[config.mk]
export PLATFORM = sky130hd
export DESIGN_NAME = seg7_scan_display
export DESIGN_NICKNAME = d
export VERILOG_FILES = /design/src/rtl/seg7_scan_display.sv
export SDC_FILE = /design/constraint.sdc
export NUM_CORES = 1
export LEC_CHECK = 0
export ABC_CLOCK_PERIOD_IN_PS = 3280
export BUFFER_PORTS_ARGS = -buffer_cell sky130_fd_sc_hd__buf_2
export CORE_MARGIN = 2
export CORE_UTILIZATION = 57
export CTS_CLUSTER_SIZE = 14
export DETAILED_ROUTE_END_ITERATION = 7
export GPL_ROUTABILITY_DRIVEN = 0
export PLACE_DENSITY_LB_ADDON = 0.2
export SYNTH_ARGS = -nofsm -noshare
export SYNTH_HDL_FRONTEND = slang
export SYNTH_SLANG_ARGS = --single-unit
[constraint.sdc]
create_clock -name clk -period 3.28 [get_ports clk]
set_input_delay 0.82 -clock clk [delete_from_list [all_inputs] [get_ports clk]]
set_output_delay 0.82 -clock clk [all_outputs]
set_load 0.005 [all_outputs]
[src/rtl/seg7_scan_display.sv]
`default_nettype none
// ============================================================================
// Module   : seg7_scan_display
// Purpose  : Double-buffered hex scanner for a multiplexed 7-segment array,
//            fed over valid/ready, with a live busy flag on digit 0's dp.
// Revision : 1.0  initial release
// ============================================================================
module seg7_scan_display #(
    parameter int DIGITS       = 4,
    parameter int REFRESH_BITS = 16,
    parameter int ACTIVE_LOW   = 1,
    parameter int BLANK_LZ     = 0
) (
    input  logic                  clk,
    input  logic                  nrst,
    input  logic                  in_valid,
    output logic                  in_ready,
    input  logic [4*DIGITS-1:0]   in_data,
    input  logic                  busy,
    output logic [DIGITS-1:0]     an,
    output logic [6:0]            seg,
    output logic                  dp
);

    localparam int                IDX_W    = (DIGITS > 1) ? $clog2(DIGITS) : 1;
    localparam int                DATA_W   = 4 * DIGITS;
    localparam logic [IDX_W-1:0]  IDX_LAST = IDX_W'(DIGITS - 1);
    localparam logic              INV      = (ACTIVE_LOW != 0);
    localparam logic              BLANK_EN = (BLANK_LZ != 0);

    function automatic logic [6:0] hex_to_seg(input logic [3:0] v);
        logic [6:0] s;
        case (v)
            4'h0: s = 7'h3F;
            4'h1: s = 7'h06;
            4'h2: s = 7'h5B;
            4'h3: s = 7'h4F;
            4'h4: s = 7'h66;
            4'h5: s = 7'h6D;
            4'h6: s = 7'h7D;
            4'h7: s = 7'h07;
            4'h8: s = 7'h7F;
            4'h9: s = 7'h6F;
            4'hA: s = 7'h77;
            4'hB: s = 7'h7C;
            4'hC: s = 7'h39;
            4'hD: s = 7'h5E;
            4'hE: s = 7'h79;
            default: s = 7'h71;
        endcase
        return s;
    endfunction

    logic [REFRESH_BITS-1:0] cnt_q, cnt_d;
    logic [IDX_W-1:0]        idx_q, idx_d;
    logic [DATA_W-1:0]       disp_q, disp_d;
    logic [DATA_W-1:0]       pend_q, pend_d;
    logic                    pend_full_q, pend_full_d;
    logic                    in_ready_q, in_ready_d;
    logic [DIGITS-1:0]       an_q, an_d;
    logic [6:0]              seg_q, seg_d;
    logic                    dp_q, dp_d;

    logic                    tick;
    logic                    frame_end;
    logic                    xfer;
    logic [DIGITS-1:0]       lz_blank;
    logic [DIGITS-1:0]       an_act;
    logic [3:0]              nib;
    logic                    digit_blank;
    logic [6:0]              code;

    // A digit above 0 is blank when it and every more-significant nibble are zero.
    generate
        for (genvar k = 0; k < DIGITS; k++) begin : g_blank
            if (k == 0) begin : g_first
                assign lz_blank[k] = 1'b0;
            end else begin : g_upper
                assign lz_blank[k] = BLANK_EN && (disp_q[DATA_W-1:4*k] == '0);
            end
        end
    endgenerate

    always_comb begin
        cnt_d       = cnt_q + REFRESH_BITS'(1);
        tick        = &cnt_q;
        frame_end   = tick && (idx_q == IDX_LAST);
        idx_d       = idx_q;
        disp_d      = disp_q;
        pend_d      = pend_q;
        pend_full_d = pend_full_q;
        xfer        = in_valid && in_ready_q;

        if (tick) begin
            idx_d = (idx_q == IDX_LAST) ? '0 : idx_q + IDX_W'(1);
        end
        // A word accepted on the boundary itself waits for the next frame.
        if (frame_end && pend_full_q) begin
            disp_d      = pend_q;
            pend_full_d = 1'b0;
        end
        if (xfer) begin
            pend_d      = in_data;
            pend_full_d = 1'b1;
        end
        in_ready_d = !pend_full_d;
    end

    always_comb begin
        nib         = '0;
        an_act      = '0;
        digit_blank = 1'b0;
        for (int k = 0; k < DIGITS; k++) begin
            if (idx_q == IDX_W'(k)) begin
                nib         = disp_q[4*k +: 4];
                an_act[k]   = 1'b1;
                digit_blank = lz_blank[k];
            end
        end
        code  = digit_blank ? 7'h00 : hex_to_seg(nib);
        an_d  = an_act ^ {DIGITS{INV}};
        seg_d = code ^ {7{INV}};
        dp_d  = ((idx_q == '0) && busy) ^ INV;
    end

    always_ff @(posedge clk) begin
        if (!nrst) begin
            cnt_q       <= '0;
            idx_q       <= '0;
            disp_q      <= '0;
            pend_q      <= '0;
            pend_full_q <= 1'b0;
            in_ready_q  <= 1'b1;
            an_q        <= {DIGITS{INV}};
            seg_q       <= {7{INV}};
            dp_q        <= INV;
        end else begin
            cnt_q       <= cnt_d;
            idx_q       <= idx_d;
            disp_q      <= disp_d;
            pend_q      <= pend_d;
            pend_full_q <= pend_full_d;
            in_ready_q  <= in_ready_d;
            an_q        <= an_d;
            seg_q       <= seg_d;
            dp_q        <= dp_d;
        end
    end

    assign in_ready = in_ready_q;
    assign an       = an_q;
    assign seg      = seg_q;
    assign dp       = dp_q;

endmodule
`default_nettype wire
### After elaboration in Yosys (flattened, before gate mapping)

Memories as Yosys holds them, arrays and structs flattened.
Index checks and enable logic that the tools add are counted.

| storage, ports and cells | value |
|---|---|
| bits in registers | 64 |
| logic and storage cells | 36 |
| memory bits (read-only) | 112 |
| input port bits | 20 |
| memories kept | 1 |

Memory list:

| name | words | width | rd ports | clocked after Yosys merged registers in | write ports | line | text |
|---|---|---|---|---|---|---|---|
| (name not given) | 16 | 7 | 1 | 0 | 0 | 33 | `case (v)` |

| operators by class | value |
|---|---|
| mux-type cells | 11 |
| reduce and logical (&&, ||, !) cells | 7 |
| bitwise gates (word level) | 3 |
| eq/ne operators | 3 |
| add/subtract/negate cells | 2 |

Operator list:

| operator | count |
|---|---|
| $add 16x1->16 const B | 1 |
| $mux 4 | 4 |
| $reduce_and 16->1 | 1 |
| $not 7->7 | 1 |
| $mux 1 | 6 |
| $eq 2x2->1 const B | 2 |
| $logic_and 1x1->1 | 4 |
| $not 4->4 | 1 |
| $add 2x1->2 const B | 1 |
| $eq 2x1->1 const B | 1 |
| $logic_not 2->1 | 1 |
| $mux 2 | 1 |
| $logic_not 1->1 | 1 |
| $not 1->1 | 1 |

### Logic depth before layout (Yosys ltp)

An unclocked memory read counts as a cell.

| depth | value |
|---|---|
| depth in word-level cells | 7 |
| gate-level depth with buffers | 9 |
| gate-level depth less buffers | 9 |

### Worst setup path before layout

Ideal clock, no wire load.

| timing | value |
|---|---|
| kind | flip-flop to flip-flop |
| start | register idx_q[0] |
| end | register seg_q[1], in the netlist seg[1] |
| path slack | 1.014 ns |
| stages on the path, launching flop included | 9 |
| path buffers | 1 |
| arrival time | 2.192 ns |
| data required time | 3.206 ns |
| setup time | 0.074 ns |
| path through | dfxtp_1 ha_1 buf_2 a211oi_1 a221oi_1 inv_1 ha_1 mux2_2 o21ai_0 |

| between the ends | value |
|---|---|
| word-level cells in the longest chain between the ends | 7 |
| elaborated cells on any way between the ends | 10 |
| classes of those cells | eq/ne (3); mux (4); bitwise (1); reduce/logical (1); memory (1) |

RTL lines:

| item | line | text |
|---|---|---|
| start: declaration | 55 | `logic [IDX_W-1:0] idx_q, idx_d;` |
| start signal: assignment | 139 | `idx_q <= idx_d;` |
| $logic_not 2->1 | 114 | `if (idx_q == IDX_W'(k)) begin` |
| $mux 4 (3 in series) | 114 |  |
| $mux 4 * | 114 |  |
| $mem_v2 16x7 * | -- |  |
| $not 7->7 (no line) * | -- |  |
| end signal: assignment | 135 | `seg_q <= {7{INV}};` |
| end signal: assignment | 145 | `seg_q <= seg_d;` |
| end: declaration | 61 | `logic [6:0] seg_q, seg_d;` |

Mark *: on every way between the ends. The rest lies on a longest branch, timed or not.
A chain may end at the register's enable or synchronous reset.

### Worst setup path in the final report

Ends and elaborated chain as after synthesis.

==> qor.csv <==
metric;value;unit
WL final;5700;µm
placed inst area;2960;µm²
Post-synth top flop;dfxtp_1;
met1 Usage GRT;31.2;%
largest net degree at the start of global routing;56;
vias;2344;
status;finished, final reports clean;
Worst Path Required;3.54;ns
Distinct cells, synth;43;
final cell count without fillers;420;
gr busiest metal;met2;
row cnt;25;
WL/cell;13.6;µm
Max Clk Rate;379;MHz
grt met2 use;34.3;%
CP endpoint;seg[1]$_SDFF_PN1_;
CP Class;reg -> reg;
worst path buffer plus inverter count;1;
quantity of hold-fixing buffers added after cts;0;
vias in the first global route;2051;
flop-to-flop setup slack;0.64;ns
Die Area;5480;µm²
DP Worst Slack;0.683;ns
most frequent cells in the layout;dfxtp_1, nand2_1, a21oi_1;
maximum clock path buffer count;2;
drt via density;5.58;
chip height;74.0;µm
Seq cells post-synth;64;
IO Pins;33;
Crit path depth;7;
layout cells sized above 1;15.0;%
period utilization;80.5;%
Worst R2R Path Depth;7;
Slew Viols, Final;0;
residual DRC count;0;
PnR worst setup slack;0.641;ns
Critical Path Slowest Stage Cell;a221oi_1;
1st-iter DRT viols;128;
antenna viol nets, final;0;
Horiz. Die Dim;74.0;µm
FFs w/ async S/R, synth;0;%
Worst Tran Pin Value;0.907;ns
Hold WS;0.459;ns
Period minus WS final;2.64;ns
CTS tree;built;
nets@finish;380;
met3 usage in global routing;4.47;%
Final Hold Fails;0;
Fill cells;410;
leakage;1.15;nW
dpl cells;404;
Final setup violation count;0;
Starting Density;59.2;%
register area share after synthesis;45.9;%
floorplan core area;4720;µm²
Worst Clk Skew;0.00584;ns
CP startpoint kind;flop;
Top delay family on crit path;adder cells;
yosys warns;0;
RR Endpoint;seg[1]$_SDFF_PN1_;
P per Cell Area;481;nW/µm²
syn_nets;358;
total gr overflow;0;
CTS buffer count;9;
commonest non-fill, non-tap cell in the layout;dfxtp_1;
hold crit path type;reg -> reg;
CP cell instances;ha_1 -> a211oi_1 -> a221oi_1 -> inv_1 -> ha_1 -> mux2_2 -> o21ai_0;
number of max-cap violations;0;
Crit. End Element;flop;
post-CTS setup buffers;0;
IO Port Bufs;32;
Sink Count;64;
Reg clk slew, reported paths;0.07;ns
maximum fanout along the worst path;15;
synthesized instance count;326;
CP max stage delay;0.62;ns
first-pass GRT wire length;9540;µm
CTS resizes;0;
dpl hpwl;3780;µm
gr usage total;22.7;%
EDFF count, synth;0;
Setup TNS;0;ns
Root Buffer;clkbuf_8;
antenna violations before repair;0;
Rel. slew slack;39.4;%
total power;1.51;mW
H-tree levels;3;
worst skew pair latency;0.34;ns
Layout area overhead;12.3;%
fin area;3140;µm²
Worst Setup SP;idx_q[0]$_SDFFE_PN0N_;
Pre-antenna DRT Iters;4;
Arr. time, crit path;2.90;ns
most used cell, CP;ha_1;
Reg-to-Reg Start;idx_q[0]$_SDFFE_PN0N_;
RSZ-0062 raised after global routing;no;
final core utilization;66.4;%
Post-Syn Area;2790;µm²
diodes inserted;0;
Avg Synthesized Cell Area;8.57;µm²
Max IR drop VDD;0.476;mV
[cell type report]
class	instances	area, µm²	area share (%)
clock inverters	4	45.0	1.44
repair buffers	34	175	5.58
flip-flops and latches	64	1280	40.8
multi-input cells	228	1380	43.9
clock buffers	12	135	4.31
well taps	67	83.8	2.67
inverters	11	41.3	1.32
[power by group]
group | internal (mW) | switching (mW) | leakage (nW) | total, mW
clock network | 0.348 | 0.286 | 0.0941 | 0.634
logic | 0.0268 | 0.0383 | 0.530 | 0.0651
registers | 0.800 | 0.0117 | 0.522 | 0.811
[routing by layer]
| layer | routed length (µm) | share of wire (%) |
|---|---|---|
| met5 | 0 | 0 |
| met4 | 102 | 1.8 |
| met3 | 224 | 3.9 |
| met2 | 2650 | 46 |
| met1 | 2720 | 48 |
[registers in the layout, summed over array words and instances (netlist names)]
signal and flops:
pend_full_q 1, cnt_q 16, an 4, seg 7, in_ready 1, idx_q 2
pend_q 16, disp_q 16, dp 1
[how the worst min path moves through the flow]
| stage | end | slack (ns) | startpoint | cells after the start |
|---|---|---|---|---|
| 2_1_floorplan | pend_q[0]$_SDFFE_PN0P_ | 0.44 | pend_q[0]$_SDFFE_PN0P_ | 2 |
| 3_3_place_gp | pend_q[13]$_SDFFE_PN0P_ | 0.45 | pend_q[13]$_SDFFE_PN0P_ | 2 |
| 3_5_place_dp | pend_q[14]$_SDFFE_PN0P_ | 0.45 | pend_q[14]$_SDFFE_PN0P_ | 2 |
| 4_1_cts | pend_q[14]$_SDFFE_PN0P_ | 0.46 | pend_q[14]$_SDFFE_PN0P_ | 2 |
| 5_1_grt | pend_q[14]$_SDFFE_PN0P_ | 0.48 | pend_q[14]$_SDFFE_PN0P_ | 2 |
| 6_report | pend_q[3]$_SDFFE_PN0P_ | 0.46 | pend_q[3]$_SDFFE_PN0P_ | 2 |
[cell families (layout without fill, tap and decap cells)]
group	Yosys count	count (layout)	share of synthesized area [%]
AO/OA/AOI/OAI	82	82	17.0
XOR/XNOR	9	9	2.82
adder cells (fa/ha/maj)	12	12	5.37
buffers and inverters	34	61	5.10
flip-flops	64	64	45.9
multiplexers	6	6	2.19
AND/OR/NAND/NOR	119	119	21.6
[cell usage after synthesis (2+ instances only)]
| cell | count | area [µm²] |
|---|---|---|
| nand3b_1 | 4 | 30.0 |
| and2_1 | 4 | 25.0 |
| xor2_1 | 2 | 17.5 |
| nor3_1 | 3 | 15.0 |
| o211ai_1 | 2 | 15.0 |
| a21oi_1 | 40 | 200 |
| nor4_1 | 3 | 18.8 |
| a31oi_1 | 2 | 12.5 |
| dfxtp_1 | 64 | 1280 |
| nand2_1 | 46 | 173 |
| or3_1 | 6 | 37.5 |
| buf_2 | 6 | 30.0 |
| nand4_1 | 18 | 113 |
| clkbuf_1 | 15 | 56.3 |
| a21o_1 | 2 | 15.0 |
| a311o_1 | 2 | 20.0 |
| nand3_1 | 11 | 55.1 |
| o21ai_0 | 24 | 120 |
| nor2_1 | 13 | 48.8 |
| mux2i_1 | 5 | 50.1 |
| a211oi_1 | 2 | 15.0 |
| nor2b_1 | 2 | 12.5 |
| xnor2_1 | 7 | 61.3 |
| nor3b_1 | 4 | 30.0 |
| inv_1 | 10 | 37.5 |
| ha_1 | 12 | 150 |
[tightest hold or removal path: stages (launching register included)]
cell     delay (ns)
dfxtp_1        0.31
nand2_1        0.05
a21oi_1        0.05
No activity file was read; power rests on OpenSTA's default activity.
